`src/rtl/cpu_pkg.sv`:
```
// rtl/cpu_pkg.sv - shared load/store types, access sizing and request legality
package cpu_pkg;

    typedef enum logic [2:0] {
        MEM_B  = 3'b000,
        MEM_H  = 3'b001,
        MEM_W  = 3'b010,
        MEM_BU = 3'b100,
        MEM_HU = 3'b101
    } mem_funct3_e;

    typedef enum logic [1:0] {
        IDLE,
        ISSUE,
        WAIT,
        RESP
    } lsu_state_e;

    function automatic logic [3:0] size_bytes(mem_funct3_e f);
        case (f)
            MEM_H, MEM_HU: return 4'd2;
            MEM_W:         return 4'd4;
            default:       return 4'd1;
        endcase
    endfunction

    // Unknown encodings, unsigned stores and (optionally) unaligned halfword/word are refused
    function automatic logic req_legal(logic is_store, logic [2:0] f3, logic [1:0] addr_lo,
                                       logic align_check);
        logic ok;
        ok = (f3 != 3'b011) && (f3 != 3'b110) && (f3 != 3'b111) && !(is_store && f3[2]);
        if (align_check) begin
            if ((f3[1:0] == 2'b01) && addr_lo[0]) begin
                ok = 1'b0;
            end
            if ((f3[1:0] == 2'b10) && (addr_lo != 2'b00)) begin
                ok = 1'b0;
            end
        end
        return ok;
    endfunction

endpackage

```
`src/rtl/lsu_extend.sv`:
```
// rtl/lsu_extend.sv - size and sign extension of the low bytes of a fetched word
module lsu_extend
    import cpu_pkg::*;
(
    input  logic [2:0]  funct3,
    input  logic [31:0] raw,
    output logic [31:0] ext
);

    // Memory returns data starting at the access address, so only the low bytes matter
    always_comb begin
        ext = raw;
        case (funct3)
            MEM_B:   ext = {{24{raw[7]}}, raw[7:0]};
            MEM_BU:  ext = {24'd0, raw[7:0]};
            MEM_H:   ext = {{16{raw[15]}}, raw[15:0]};
            MEM_HU:  ext = {16'd0, raw[15:0]};
            default: ext = raw;
        endcase
    end

endmodule

```
`src/rtl/load_store_unit.sv`:
```
// rtl/load_store_unit.sv - single-outstanding load/store unit between execute and data memory
module load_store_unit
    import cpu_pkg::*;
#(
    parameter int READ_LATENCY = 1,
    parameter int ALIGN_CHECK  = 0
) (
    input  logic        clk,
    input  logic        rst,
    input  logic        req_valid,
    output logic        req_ready,
    input  logic        req_is_store,
    input  logic [2:0]  req_funct3,
    input  logic [31:0] req_addr,
    input  logic [31:0] req_wdata,
    output logic        resp_valid,
    input  logic        resp_ready,
    output logic [31:0] resp_rdata,
    output logic        resp_error,
    output logic [31:0] mem_fetch_addr,
    output logic [31:0] mem_write_addr,
    output logic [31:0] mem_write_data,
    output logic [3:0]  mem_bytes_to_write,
    input  logic [31:0] mem_fetched_data
);

    localparam logic [1:0] WAIT_INIT   = 2'(READ_LATENCY - 1);
    localparam logic       CHECK_ALIGN = (ALIGN_CHECK != 0);

    lsu_state_e  state_q;
    lsu_state_e  state_d;
    logic        is_store_q;
    logic [2:0]  funct3_q;
    logic [1:0]  wait_cnt_q;
    logic        accept;
    logic        legal;
    logic [31:0] ext_data;

    assign accept = req_valid && req_ready;
    assign legal  = req_legal(req_is_store, req_funct3, req_addr[1:0], CHECK_ALIGN);

    lsu_extend u_extend (
        .funct3 (funct3_q),
        .raw    (mem_fetched_data),
        .ext    (ext_data)
    );

    // Request lifecycle: refused requests skip the memory and answer straight away
    always_comb begin
        state_d = state_q;
        case (state_q)
            IDLE:    if (accept) state_d = legal ? ISSUE : RESP;
            ISSUE:   state_d = is_store_q ? RESP : WAIT;
            WAIT:    if (wait_cnt_q == 2'd0) state_d = RESP;
            RESP:    if (resp_valid && resp_ready) state_d = IDLE;
            default: state_d = IDLE;
        endcase
    end

    // State register
    always_ff @(posedge clk or negedge rst) begin
        if (!rst) begin
            state_q <= IDLE;
        end else begin
            state_q <= state_d;
        end
    end

    // Registered outputs derived from the upcoming state; write strobe lives one cycle only
    always_ff @(posedge clk or negedge rst) begin
        if (!rst) begin
            req_ready          <= 1'b0;
            resp_valid         <= 1'b0;
            resp_rdata         <= '0;
            resp_error         <= 1'b0;
            mem_fetch_addr     <= '0;
            mem_write_addr     <= '0;
            mem_write_data     <= '0;
            mem_bytes_to_write <= '0;
            is_store_q         <= 1'b0;
            funct3_q           <= '0;
            wait_cnt_q         <= '0;
        end else begin
            req_ready          <= (state_d == IDLE);
            resp_valid         <= (state_d == RESP);
            mem_bytes_to_write <= 4'd0;
            case (state_q)
                IDLE: begin
                    if (accept) begin
                        is_store_q <= req_is_store;
                        funct3_q   <= req_funct3;
                        wait_cnt_q <= WAIT_INIT;
                        resp_rdata <= '0;
                        resp_error <= !legal;
                        if (legal && req_is_store) begin
                            mem_write_addr     <= req_addr;
                            mem_write_data     <= req_wdata;
                            mem_bytes_to_write <= size_bytes(mem_funct3_e'(req_funct3));
                        end
                        if (legal && !req_is_store) begin
                            mem_fetch_addr <= req_addr;
                        end
                    end
                end
                WAIT: begin
                    if (wait_cnt_q == 2'd0) begin
                        resp_rdata <= ext_data;
                    end else begin
                        wait_cnt_q <= wait_cnt_q - 2'd1;
                    end
                end
                default: begin
                end
            endcase
        end
    end

endmodule

```
`config.mk`:
```
export PLATFORM = sky130hd
export DESIGN_NAME = load_store_unit
export DESIGN_NICKNAME = d
export VERILOG_FILES = /design/src/rtl/cpu_pkg.sv /design/src/rtl/lsu_extend.sv /design/src/rtl/load_store_unit.sv
export SDC_FILE = /design/constraint.sdc
export NUM_CORES = 1
export LEC_CHECK = 0
export CORE_MARGIN = 5
export CORE_UTILIZATION = 42
export DETAILED_ROUTE_END_ITERATION = 12
export PLACE_DENSITY = 0.81
export SLEW_MARGIN = 20
export SYNTH_ARGS = -nofsm -noshare
export SYNTH_HDL_FRONTEND = slang
export SYNTH_SLANG_ARGS = --single-unit
export TNS_END_PERCENT = 5
```
`constraint.sdc`:
```
create_clock -name clk -period 2 [get_ports clk]
set_input_delay 0.4 -clock clk [delete_from_list [all_inputs] [get_ports clk]]
set_output_delay 0.4 -clock clk [all_outputs]
set_load 0.01 [all_outputs]
```
# Word-level counts from Yosys, hierarchy flattened
# Cells that the tools add are included.
# classes
n_addsub	1
reduce_logical	22
eq_ne	16
n_mux	17
# ops
op	count
$pmux 32 s4	1
$mux 32	2
$pmux 32 s2	1
$mux 2	6
$reduce_and 3->1	4
$eq 3x3->1 const B	3
$mux 3	3
$logic_and 1x1->1	8
$pmux 2 s4	1
$eq 2x2->1 const B	3
$eq 3x1->1 const B	2
$logic_not 2->1	3
$ne 2x2->1 const B	3
$ne 3x3->1 const B	2
$pmux 3 s2	1
$pmux 2 s2	1
$eq 3x2->1 const B	1
$logic_not 1->1	3
$logic_not 3->1	1
$ne 3x2->1 const B	1
$eq 2x1->1 const B	1
$reduce_and 2->1	1
$reduce_bool 2->1	1
$reduce_or 2->1	1
2 further kinds	2
# word_totals
ff_bits	143
elab_cells	68
input_bits	104

# Depth between registers and ports, before layout
# Gate-level depths: netlist of the first run.
# logic_depth
word_depth	8
ltp_mapped	7
mapped_depth_nobuf	5

# Modules after synthesis
# Synthesis of the first run repeated with hierarchy kept, for this count alone.
# hier_totals
hier_cells	477
area_unflattened_um2	6055.8
# modules_own_cells
module	area_each_um2	cells_each	seq_area_each_um2	n_inst
load_store_unit	5700.5	410	3553.4	1
lsu_extend	355.3	67	0.0	1

# Worst setup path after synthesis of the first run
# OpenSTA, ideal clock, no wires.
# synth_timing
path_type	register to register
start	reg state_q[0]
end	reg mem_fetch_addr[10]
arrival_time_ns	1.590
required_ns	1.875
setup_time_ns	0.125
stages_incl_launch_ff	6
slack_ns	0.285
path_cell_list	dfrtp_1 -> nand4bb_1 -> buf_2 -> nor3_2 -> buf_4 -> mux2_2
# synth_via
elab_chain_cells	2
# synth_rtl
element	line_no	text
start, declared	load_store_unit.sv:30	lsu_state_e state_q;
start signal, assigned	load_store_unit.sv:65	state_q <= state_d;
$logic_not 2->1	load_store_unit.sv:87	case (state_q)
$reduce_and 3->1 (no source line)	n/a	
end signal, assigned	load_store_unit.sv:101	mem_fetch_addr <= req_addr;
end, declared	load_store_unit.sv:20	output logic [31:0] mem_fetch_addr,
# No other way between the ends.
# A chain may end at the register's enable or synchronous reset.

# Final worst setup path of the first run
# layout_timing
start	reg state_q[1]
end	reg mem_write_addr[9]
# layout_via
elab_chain_cells	2
# layout_rtl
element	line_no	text
$logic_not 2->1	load_store_unit.sv:87	
$reduce_and 3->1 (no source line)	n/a	
end signal, assigned	load_store_unit.sv:96	mem_write_addr <= req_addr;
end, declared	load_store_unit.sv:21	output logic [31:0] mem_write_addr,
# No other way between the ends.

==> results of run 1 <==
stage by stage:
step	power [mW]	worst slack (ns)	std cells	utilization, %	instance area, µm²
after detailed placement	8.67	-0.417	777	64.0	8170
after global routing	12.4	0.00756	810	68.8	8790
final	11.8	0.101	810	68.8	8790
after floorplan	6.21	0.285	376	-	5520
after global placement	8.50	-0.332	777	64.0	8170
after CTS	11.9	0.0115	810	68.8	8780
cell usage after synthesis, types with 2 or more instances:
master,count
a22o_1,16
a32o_1,16
and3b_1,2
buf_2,12
buf_4,4
clkbuf_1,8
dfrtp_1,142
inv_1,2
mux2_2,95
nand2_1,25
nand2b_1,16
nand3_1,3
nor3b_1,2
o21ai_0,11
cells by family (layout without fill, tap and decap cells):
| family | count (synthesis) | count (layout) | share of synthesized area, % |
|---|---|---|---|
| AOI/OAI and AO/OA | 49 | 49 | 7.18 |
| muxes | 97 | 97 | 19.8 |
| adders and majority gates | 1 | 1 | 0.227 |
| DFF | 142 | 142 | 64.4 |
| buffers and inverters | 26 | 288 | 2.31 |
| and+or+nand+nor | 60 | 60 | 6.10 |
| other | 1 | 1 | 0.0679 |
cell type report:
| cell class | instances | area, µm² | area share (%) |
|---|---|---|---|
| clock buffers | 20 | 457 | 5.20 |
| clock inverters | 12 | 143 | 1.62 |
| inverters | 2 | 7.51 | 0.0854 |
| multi-input cells | 208 | 1860 | 21.1 |
| flip-flops and latches | 142 | 3550 | 40.4 |
| well taps | 172 | 215 | 2.45 |
| repair buffers | 254 | 2550 | 29.1 |
cells in the final DEF (no fill, tap or decap), drive strengths merged, types with 3 or more instances in the layout:
cell           count
dfrtp            142
o21ai             11
mux2              96
a32o              16
a22o              16
nand3              4
buf               17
nand2             25
clkdlybuf4s50    236
clkinvlp           3
nand2b            16
clkinv             6
bufinv             3
clkbuf            20
flip-flops by register name, summed over array words and instances (netlist names):
register            cells
mem_fetch_addr         32
mem_write_addr         32
mem_write_data         32
resp_rdata             32
funct3_q                3
mem_bytes_to_write      3
state_q                 2
wait_cnt_q              2
is_store_q              1
req_ready               1
resp_error              1
resp_valid              1
worst reg2reg max path: stages (launching register included):
cell	delay, ns
dfrtp_1	0.45
nor4bb_1	0.31
buf_4	0.18
buf_4	0.14
nand3_2	0.12
buf_12	0.21
mux2_2	0.37
metal layers:
layer | global-route usage [%] | up-vias | wire [µm]
met3 | 8.15 | 24 | 1240
met1 | 24.1 | 2045 | 6080
met4 | 7.35 | 0 | 328
met5 | 0 | - | 0
met2 | 34.0 | 188 | 7850
li1 | - | 1853 | -
repair_timing:
action	CTS	global route
gates resized for setup	1	0
setup endpoints to repair	32	0
endpoints found under the hold margin	24	0
hold buffers	1	0
power groups by stage:
stage	registers, mW	clock network, mW	logic, mW
finish	4.37	3.18	4.26
detailed placement	4.41	0	4.26
global route	4.49	3.38	4.57
global placement	4.36	0	4.14
floorplan	4.73	0	1.48
CTS	4.37	3.25	4.31
worst paths after layout:
| check | from | to | slack, ns | cells after the start |
|---|---|---|---|---|
| hold / removal | rst | resp_rdata[31]$_DFFE_PN0P_ | 0.42 | 2 |
| setup reg to reg | state_q[1]$_DFF_PN0_ | mem_write_addr[9]$_DFFE_PN0P_ | 0.10 | 6 |
| hold reg to reg | is_store_q$_DFFE_PN0P_ | is_store_q$_DFFE_PN0P_ | 0.47 | 2 |
| max in group asynchronous | rst | resp_rdata[3]$_DFFE_PN0P_ | 0.96 | 3 |
| setup / recovery | state_q[1]$_DFF_PN0_ | mem_write_addr[9]$_DFFE_PN0P_ | 0.10 | 6 |
| min in group clk | is_store_q$_DFFE_PN0P_ | is_store_q$_DFFE_PN0P_ | 0.47 | 2 |
==> run summary, run 1 <==
=====================================================================================
Result of the run                                                        complete, no violations
Critical path required time                                                   2.29 ns
Proportion of netlist area held by the largest area contributor                 64.4%
Type of the setup path with the least slack                                   reg2reg
Largest net degree at the start of global routing                                  58
Synth-to-Final Area Change                                                      59.1%
TritonCTS clock tree                                                              yes
Max-cap violations                                                                  0
Number of global-route vias before repair                                       4,464
Number of enable flip-flop cells after synthesis                                    0
Number of core rows                                                                41
Grt ovf                                                                             0
Setup repair after global routing missed its margin                                no
Capturing element type of the critical path                                  register
Most numerous cell on the critical path                                         buf_4
Core ar.                                                                   0.0128 mm²
Cell at the root of the clock tree                                          clkbuf_16
Leakage Power                                                                 4.00 nW
Actual slew at the worst max-slew pin                                        0.723 ns
Worst path buffer plus inverter count                                               3
Switching Power                                                               3.48 mW
Post-synthesis cell type with the largest combined area                       dfrtp_1
Filler Cell Count                                                                 870
Worst path max stage delay                                                    0.45 ns
Clock buffer depth                                                                  2
Gate count of the mapped netlist                                                  376
Top_reg_cell synth                                                            dfrtp_1
Proportion of layout cells with a drive suffix above 1                          23.5%
Aggregate global-route resource usage                                           20.5%
Number of distinct library cells after synthesis                                   36
Number of pins exceeding their max-slew limit in the final report                   0
Cell type group with the largest total delay on the critical path        buffers and inverters
Number of antenna violations at the first check in global routing                   0
Number of nets in the layout                                                      730
HPWL after detailed placement                                               11,000 µm
Vias post-DR                                                                    4,110
N_diodes                                                                            0
Routability cong.                                                               0.822
Period Utilization, post-route                                                  94.9%
Die area                                                                   0.0155 mm²
Height of the chip                                                             125 µm
Post-synthesis instance area                                              0.00552 mm²
ANT nets after route                                                                0
Time the final worst path needs with I/O delays and setup                     1.90 ns
Flip-flop and latch count after synthesis                                         142
Clock net sink count                                                              142
Final total negative setup slack                                                 0 ns
Crit-path cells                                                          nor4bb_1 -> buf_4 -> buf_4 -> nand3_2 -> buf_12 -> mux2_2
Setup-failing EPs final                                                             0
Clk_lat worst skew                                                            0.41 ns
Aggregate routed wire length                                                15,500 µm
Sw frac                                                                         29.4%
Clock-pin slew of the registers on the worst-case setup and hold paths        0.06 ns
Critical path fanouts, max                                                         47
Routed length per placed instance                                             19.1 µm
Largest cells by area after synthesis                                    dfrtp_1 (64%), mux2_2 (19%), a32o_1 (2.9%)
Number of top-level pins                                                          239
Sequential group share of total power                                           37.0%
Hold WC Path Type                                                            in2async
Setup skew after layout                                                    0.00659 ns
Final hold slack                                                             0.422 ns
YS warnings                                                                         0
TritonCTS Buffers                                                                  17
Avg Cell Area, Syn                                                           14.7 µm²
Slew Limit Headroom                                                             51.7%
Number of I/O port buffers                                                        237
Avg Vias per Cell                                                                5.07
Arrival time worst endpoint                                                   2.19 ns
Hold violation count in the final report                                            0
Worst ir drop on vdd                                                       0.000772 V
Share of synthesized flip-flops with an asynchronous set or reset                100%
Detailed router's first-iteration violation count                                 207
Floorplan die width                                                            125 µm
Number of remaining DRC errors                                                      0
Combinational Power Share                                                       36.0%
Highest clock frequency the design can meet                                   527 MHz
H-tree levels                                                                       4
Clock power share                                                               27.0%
Count of buffers added by post-CTS timing repair for setup                          0
Startpoint type of the worst setup path                                      register
Fraction of the yosys area taken by sequential cells                            64.4%
Total iterations of the first detailed-routing run                                  5
Synthesized netlist net count                                                     481
Cell-internal power                                                           8.34 mW
Global-route wire length before repair                                      24,900 µm
Slowest library cell on the worst path                                        dfrtp_1
Starting utilization of the core area                                           43.2%
Power density over cell area                                              1340 mW/mm²
=====================================================================================
Power figures use the tool's default switching activity.
==> run 2: changes to the inputs <==
Settings changed: CORE_UTILIZATION 42 to 25, PLACE_DENSITY 0.81 to 0.53.
==> run 2 against run 1 <==
Power up 2.1%; combinational power up 0.9%; critical path depth down 5; die area up 62%; clock power up 6.6%; clock-buffer cell count unchanged; routed wire length up 1.2%; non-clock buffer count up 2; worst hold slack worse by 0.014 ns; global-route usage down 8.2 points; clock skew up 0.0050 ns; critical path type is now reg2out.
==> run summary, run 2 (synthesis results as in run 1) <==
=====================================================================================
Cell at the root of the clock tree                                          clkbuf_16
Routed length per placed instance                                             17.0 µm   -11%
Global-route wire length before repair                                      24,100 µm   -3.2%
TritonCTS clock tree                                                              yes
Period Utilization, post-route                                                  88.0%   -6.9 points
Largest net degree at the start of global routing                                  63   +8.6%
Hold WC Path Type                                                            in2async
Number of nets in the layout                                                      732   +0.27%
Setup-failing EPs final                                                             0   unchanged
Slew Limit Headroom                                                             55.9%   +4.1 points
Total iterations of the first detailed-routing run                                  5   unchanged
Actual slew at the worst max-slew pin                                        0.662 ns   -0.0609 ns
Slowest library cell on the worst path                                   clkdlybuf4s50_1
Clk_lat worst skew                                                            0.41 ns   about the same
Setup repair after global routing missed its margin                                no
HPWL after detailed placement                                               11,400 µm   +3.7%
Max-cap violations                                                                  0   unchanged
H-tree levels                                                                       4   unchanged
Worst ir drop on vdd                                                       0.000600 V   -22%
Clock net sink count                                                              142   unchanged
Setup skew after layout                                                     0.0116 ns   +0.00504 ns
Clock buffer depth                                                                  2   unchanged
Most frequent cells in the layout                                        clkdlybuf4s50_1 (236), dfrtp_1 (142), mux2_2 (95)
Number of pins exceeding their max-slew limit in the final report                   0   unchanged
Detailed router's first-iteration violation count                                 119   -43%
Avg Vias per Cell                                                                4.38   -14%
Synth-to-Final Area Change                                                      62.9%
Filler Cell Count                                                               2,014   +130%
Busiest layer in global routing                                                  met2
Final hold slack                                                             0.407 ns   -0.0144 ns
Die area                                                                   0.0252 mm²   +62%
Grt ovf                                                                             0   unchanged
Time the final worst path needs with I/O delays and setup                     1.76 ns   -0.139 ns
Highest clock frequency the design can meet                                   568 MHz   +7.9%
Critical path fanouts, max                                                          3   -94%
Arrival time worst endpoint                                                   1.36 ns   -0.83 ns
Routability cong.                                                               0.804   -2.2%
Core ar.                                                                   0.0218 mm²   +70%
Cell total after placement                                                        887   +14%
Met3 usage in global routing                                                    5.90%   -2.2 points
N_diodes                                                                            0   unchanged
Number of I/O port buffers                                                        237   unchanged
Count of buffers added by post-CTS timing repair for setup                          0   unchanged
Capturing element type of the critical path                               output port
Number of global-route vias before repair                                       4,463   -0.022%
Vias post-DR                                                                    4,029   -2.0%
Crit-path cells                                                          clkdlybuf4s50_1
Worst r2r src                                                            state_q[0]$_DFF_PN0_
Overall power of the completed layout                                         12.1 mW   +2.1%
Hold violation count in the final report                                            0   unchanged
Proportion of layout cells with a drive suffix above 1                          23.6%   +0.083 points
Global routing met1 resource utilization                                        14.2%   -9.9 points
Post-Layout Cell Count                                                            920   +14%
Number of antenna violations at the first check in global routing                   0   unchanged
Height of the chip                                                             159 µm   +27%
Critical path required time                                                   1.60 ns   -0.69 ns
Number of top-level pins                                                          239   unchanged
Number of remaining DRC errors                                                      0   unchanged
ANT nets after route                                                                0   unchanged
Worst path max stage delay                                                    0.56 ns   +0.11 ns
Area of the multi-input gates                                             0.00186 mm²   +0.13%
Aggregate routed wire length                                                15,700 µm   +1.2%
Starting utilization of the core area                                           25.4%   -18 points
Cell type group with the largest total delay on the critical path        buffers and inverters
Result of the run                                                        complete, no violations
Power density over cell area                                              1340 mW/mm²   -0.27%
Worst setup path startpoint                                              resp_valid$_DFF_PN0_
Met2 routing resource usage after global routing                                20.1%   -14 points
Clock-pin slew of the registers on the worst-case setup and hold paths        0.06 ns   about the same
Area used by sequential logic in the layout                               0.00355 mm²   unchanged
Worst path buffer plus inverter count                                               1   -2
Type of the setup path with the least slack                                   reg2out
Startpoint type of the worst setup path                                      register
Leakage Power                                                                 4.03 nW   +0.85%
TritonCTS Buffers                                                                  17   unchanged
Floorplan die width                                                            159 µm   +27%
Most common cell after layout, fill and taps aside                       clkdlybuf4s50_1
Number of core rows                                                                54   +32%
# resized after CTS                                                                 0   -1
Aggregate global-route resource usage                                           12.3%   -8.2 points
=====================================================================================
## run 2: cell count changes in the layout (fill, tap and decap cells not counted), sizes merged
cell      previous run  this run
bufinv               3         4
inv                  2         6
clkinv               6         3
buf                 17        19
clkinvlp             3         1
## run 2: path summary, 6_finish.rpt
path / to / slack [ns] / depth (start not counted)
setup / recovery: resp_valid / 0.24 / 1
hold / removal: resp_rdata[11]$_DFFE_PN0P_ / 0.41 / 2
setup reg to reg: mem_fetch_addr[25]$_DFFE_PN0P_ / 0.27 / 4
hold reg to reg: is_store_q$_DFFE_PN0P_ / 0.48 / 2
max in group asynchronous: mem_write_addr[14]$_DFFE_PN0P_ / 0.98 / 3
min in group clk: is_store_q$_DFFE_PN0P_ / 0.48 / 2
## run 2: timing repair
| action | CTS | global route |
|---|---|---|
| hold endpoints to repair | 19 | 0 |
| hold buffers | 1 | 0 |
| endpoints found under the setup margin | 0 | 0 |
## run 2: area by class of cell
cell class / instances / area share (%)
clock buffer: 20 / 4.97
tap: 280 / 3.90
multi-input combinational: 208 / 20.7
timing repair buffer: 256 / 28.8
inverter: 2 / 0.0835
sequential: 142 / 39.5
clock inverter: 12 / 2.02
## run 2: power breakdown
part           internal (mW)  leakage, nW  switching [mW]
Combinational           2.56         1.85            1.74
Sequential              3.81         1.88           0.552
Clock                   2.14        0.306            1.26
## run 2: metal layers
metal	vias up	part of all wire [%]	wire [µm]
met5	-	0	0
met4	0	1.4	212
met3	14	12	1880
met2	172	47	7390
met1	1990	40	6200
li1	1853	-	-
## run 2: per-stage QoR
stage               TNS (ns)  util (%)  cell area [µm²]  setup WS [ns]
floorplan                  0         -             5520          0.285
global placement       -6.64      38.4             8350         -0.269
detailed placement    -10.30      38.4             8350         -0.277
CTS                        0      41.3             8990         0.0354
global route               0      41.3             8990          0.163
finish                     0      41.3             8990          0.240
==> run 3: changes to the inputs <==
==> constraint.sdc (replaced) <==
create_clock -name clk -period 2 [get_ports clk]
set_input_delay 0.3 -clock clk [delete_from_list [all_inputs] [get_ports clk]]
set_output_delay 0.3 -clock clk [all_outputs]
set_load 0.01 [all_outputs]
==> run 3 against run 2 <==
Clock-buffer cell count grew 2; largest cell class unchanged; flip-flop and latch count is the same; critical path depth grew 3; routed wire length grew 1.4%.
==> run summary, run 3 (synthesis results as in run 1) <==
=====================================================================================
Worst reg2reg setup slack                                                     0.25 ns   -0.02 ns
Number of top-level pins                                                          239   unchanged
Startpoint type of the worst setup path                                      register
N_diodes                                                                            0   unchanged
Grt ovf                                                                             0   unchanged
Power density over cell area                                              1350 mW/mm²   +0.50%
Number of antenna violations at the first check in global routing                   0   unchanged
Clock-pin slew of the registers on the worst-case setup and hold paths        0.06 ns   about the same
TritonCTS clock tree                                                              yes
Most frequent cells in the layout                                        clkdlybuf4s50_1 (236), dfrtp_1 (142), mux2_2 (95)
Number of global-route vias before repair                                       4,408   -1.2%
Busiest layer in global routing                                                  met2
ANT nets after route                                                                0   unchanged
Worst-case setup slack after placement                                      -0.198 ns   +0.0788 ns
Cell at the root of the clock tree                                          clkbuf_16
Number of pins exceeding their max-slew limit in the final report                   0   unchanged
Clock net sink count                                                              142   unchanged
Core utilization of the finished layout                                         41.3%   -0.063 points
Worst r2r src                                                            state_q[0]$_DFF_PN0_
Starting utilization of the core area                                           25.4%   unchanged
Time the final worst path needs with I/O delays and setup                     1.75 ns   -0.0147 ns
Largest net degree at the start of global routing                                  50   -21%
Max-cap violations                                                                  0   unchanged
Proportion of layout cells with a drive suffix above 1                          23.4%   -0.17 points
Die area                                                                   0.0252 mm²   unchanged
Worst Reg2Reg Path Length in Cells                                                  4   unchanged
Capturing element type of the critical path                                  register
Setup-failing EPs final                                                             0   unchanged
Crit-path cells                                                          nand4bb_1 -> nor3_4 -> buf_12 -> mux2_2
Floorplan die width                                                            159 µm   unchanged
Routed length per placed instance                                             17.4 µm   +1.9%
Clk_lat worst skew                                                            0.41 ns   about the same
Slowest library cell on the worst path                                        dfrtp_1
Period Utilization, post-route                                                  87.3%   -0.73 points
Final WS setup                                                               0.255 ns   +0.0147 ns
Height of the chip                                                             159 µm   unchanged
Hold WC Path Type                                                            in2async
Number of remaining DRC errors                                                      0   unchanged
Slew Limit Headroom                                                             55.4%   -0.46 points
Critical path fanouts, max                                                         32   +29
Actual slew at the worst max-slew pin                                        0.669 ns   +0.00693 ns
Number of nets in the layout                                                      729   -0.41%
Setup skew after layout                                                    0.00973 ns   -0.00190 ns
H-tree levels                                                                       4   unchanged
Vias post-DR                                                                    4,047   +0.45%
Type of the setup path with the least slack                                   reg2reg
Number of I/O port buffers                                                        237   unchanged
Core ar.                                                                   0.0218 mm²   unchanged
Global-route wire length before repair                                      24,300 µm   +0.81%
Total iterations of the first detailed-routing run                                  5   unchanged
Hold violation count in the final report                                            0   unchanged
Synth-to-Final Area Change                                                      62.6%
Worst path max stage delay                                                    0.45 ns   -0.11 ns
Routability cong.                                                               0.836   +4.0%
Most common cell after layout, fill and taps aside                       clkdlybuf4s50_1
Cell total after placement                                                        884   -0.34%
RR Endpoint                                                              mem_fetch_addr[29]$_DFFE_PN0P_
Clock buffer depth                                                                  2   unchanged
Number of core rows                                                                54   unchanged
Met3 usage in global routing                                                    6.77%   +0.87 points
Final hold slack                                                             0.357 ns   -0.0502 ns
Met2 routing resource usage after global routing                                19.7%   -0.32 points
HPWL after detailed placement                                               11,400 µm   +0.74%
Global routing met1 resource utilization                                        14.8%   +0.58 points
Avg Vias per Cell                                                                4.42   +0.89%
Highest clock frequency the design can meet                                   573 MHz   +0.84%
TritonCTS Buffers                                                                  17   unchanged
Result of the run                                                        complete, no violations
Arrival time worst endpoint                                                   2.04 ns   +0.68 ns
Aggregate global-route resource usage                                           12.5%   +0.19 points
Detailed router's first-iteration violation count                                 118   -0.84%
Worst ir drop on vdd                                                       0.000511 V   -15%
Leakage Power                                                                 4.02 nW   -0.21%
Setup repair after global routing missed its margin                                no
Critical path required time                                                   2.30 ns   +0.70 ns
Aggregate routed wire length                                                15,900 µm   +1.4%
Post-Layout Cell Count                                                            916   -0.43%
=====================================================================================
-- run 3: cell types whose count changed in the layout (fill, tap and decap cells not counted) --
cell	before	now
clkbuf_1	2	0
buf_12	6	5
buf_4	12	10
clkbuf_8	1	5
inv_6	4	1
-- run 3: through the flow --
step                power (mW)  cell area (µm²)  setup TNS (ns)
detailed placement        8.76             8320           -2.89
global placement          8.66             8320           -2.17
finish                    12.1             8980               0
floorplan                 6.21             5520               0
CTS                       12.3             8980               0
global route              12.8             8980               0
-- run 3: how the worst max path moves through the flow --
stage	startpoint	end	cells after the start
floorplan	state_q[0]$_DFF_PN0_	mem_fetch_addr[10]$_DFFE_PN0P_	5
CTS	funct3_q[0]$_DFFE_PN0P_	resp_rdata[26]$_DFFE_PN0P_	3
detailed placement	mem_fetched_data[7]	resp_rdata[21]$_DFFE_PN0P_	4
global route	state_q[0]$_DFF_PN0_	mem_fetch_addr[29]$_DFFE_PN0P_	4
global placement	mem_fetched_data[7]	resp_rdata[21]$_DFFE_PN0P_	4
finish	state_q[0]$_DFF_PN0_	mem_fetch_addr[29]$_DFFE_PN0P_	4
-- run 3: timing repair --
| item | 4_1_cts | 5_1_grt |
|---|---|---|
| endpoints found under the hold margin | 35 | 0 |
| setup endpoints to repair | 0 | 0 |
| hold buffers | 1 | 0 |
| setup buffers | 0 | 0 |
| resized for setup | 0 | 0 |
-- run 3: where the power goes --
group / switching [mW] / internal (mW) / total [mW]
Sequential: 0.556 / 3.82 / 4.37
Clock: 1.19 / 2.25 / 3.45
Combinational: 1.74 / 2.54 / 4.29
-- run 3: final cells by class --
type	count	area, µm²
sequential	142	3550
inverter	2	7.51
multi-input combinational	208	1860
clock inverter	9	155
fill	2046	12800
clock buffer	22	494
timing repair buffer	253	2560
tap	280	350
-- run 3: layer usage --
metal | vias up | routed length (µm)
met2 | 169 | 7580
met5 | - | 0
li1 | 1848 | -
met1 | 2017 | 6340
met4 | 0 | 137
met3 | 13 | 1850
-- run 3: worst max-delay path, delay by kind of cell, from the launching register on --
kind                   cells  cell delay (ns)
and+or+nand+nor            2             0.55
muxes                      1             0.36
DFF                        1             0.45
buffers and inverters      1             0.24
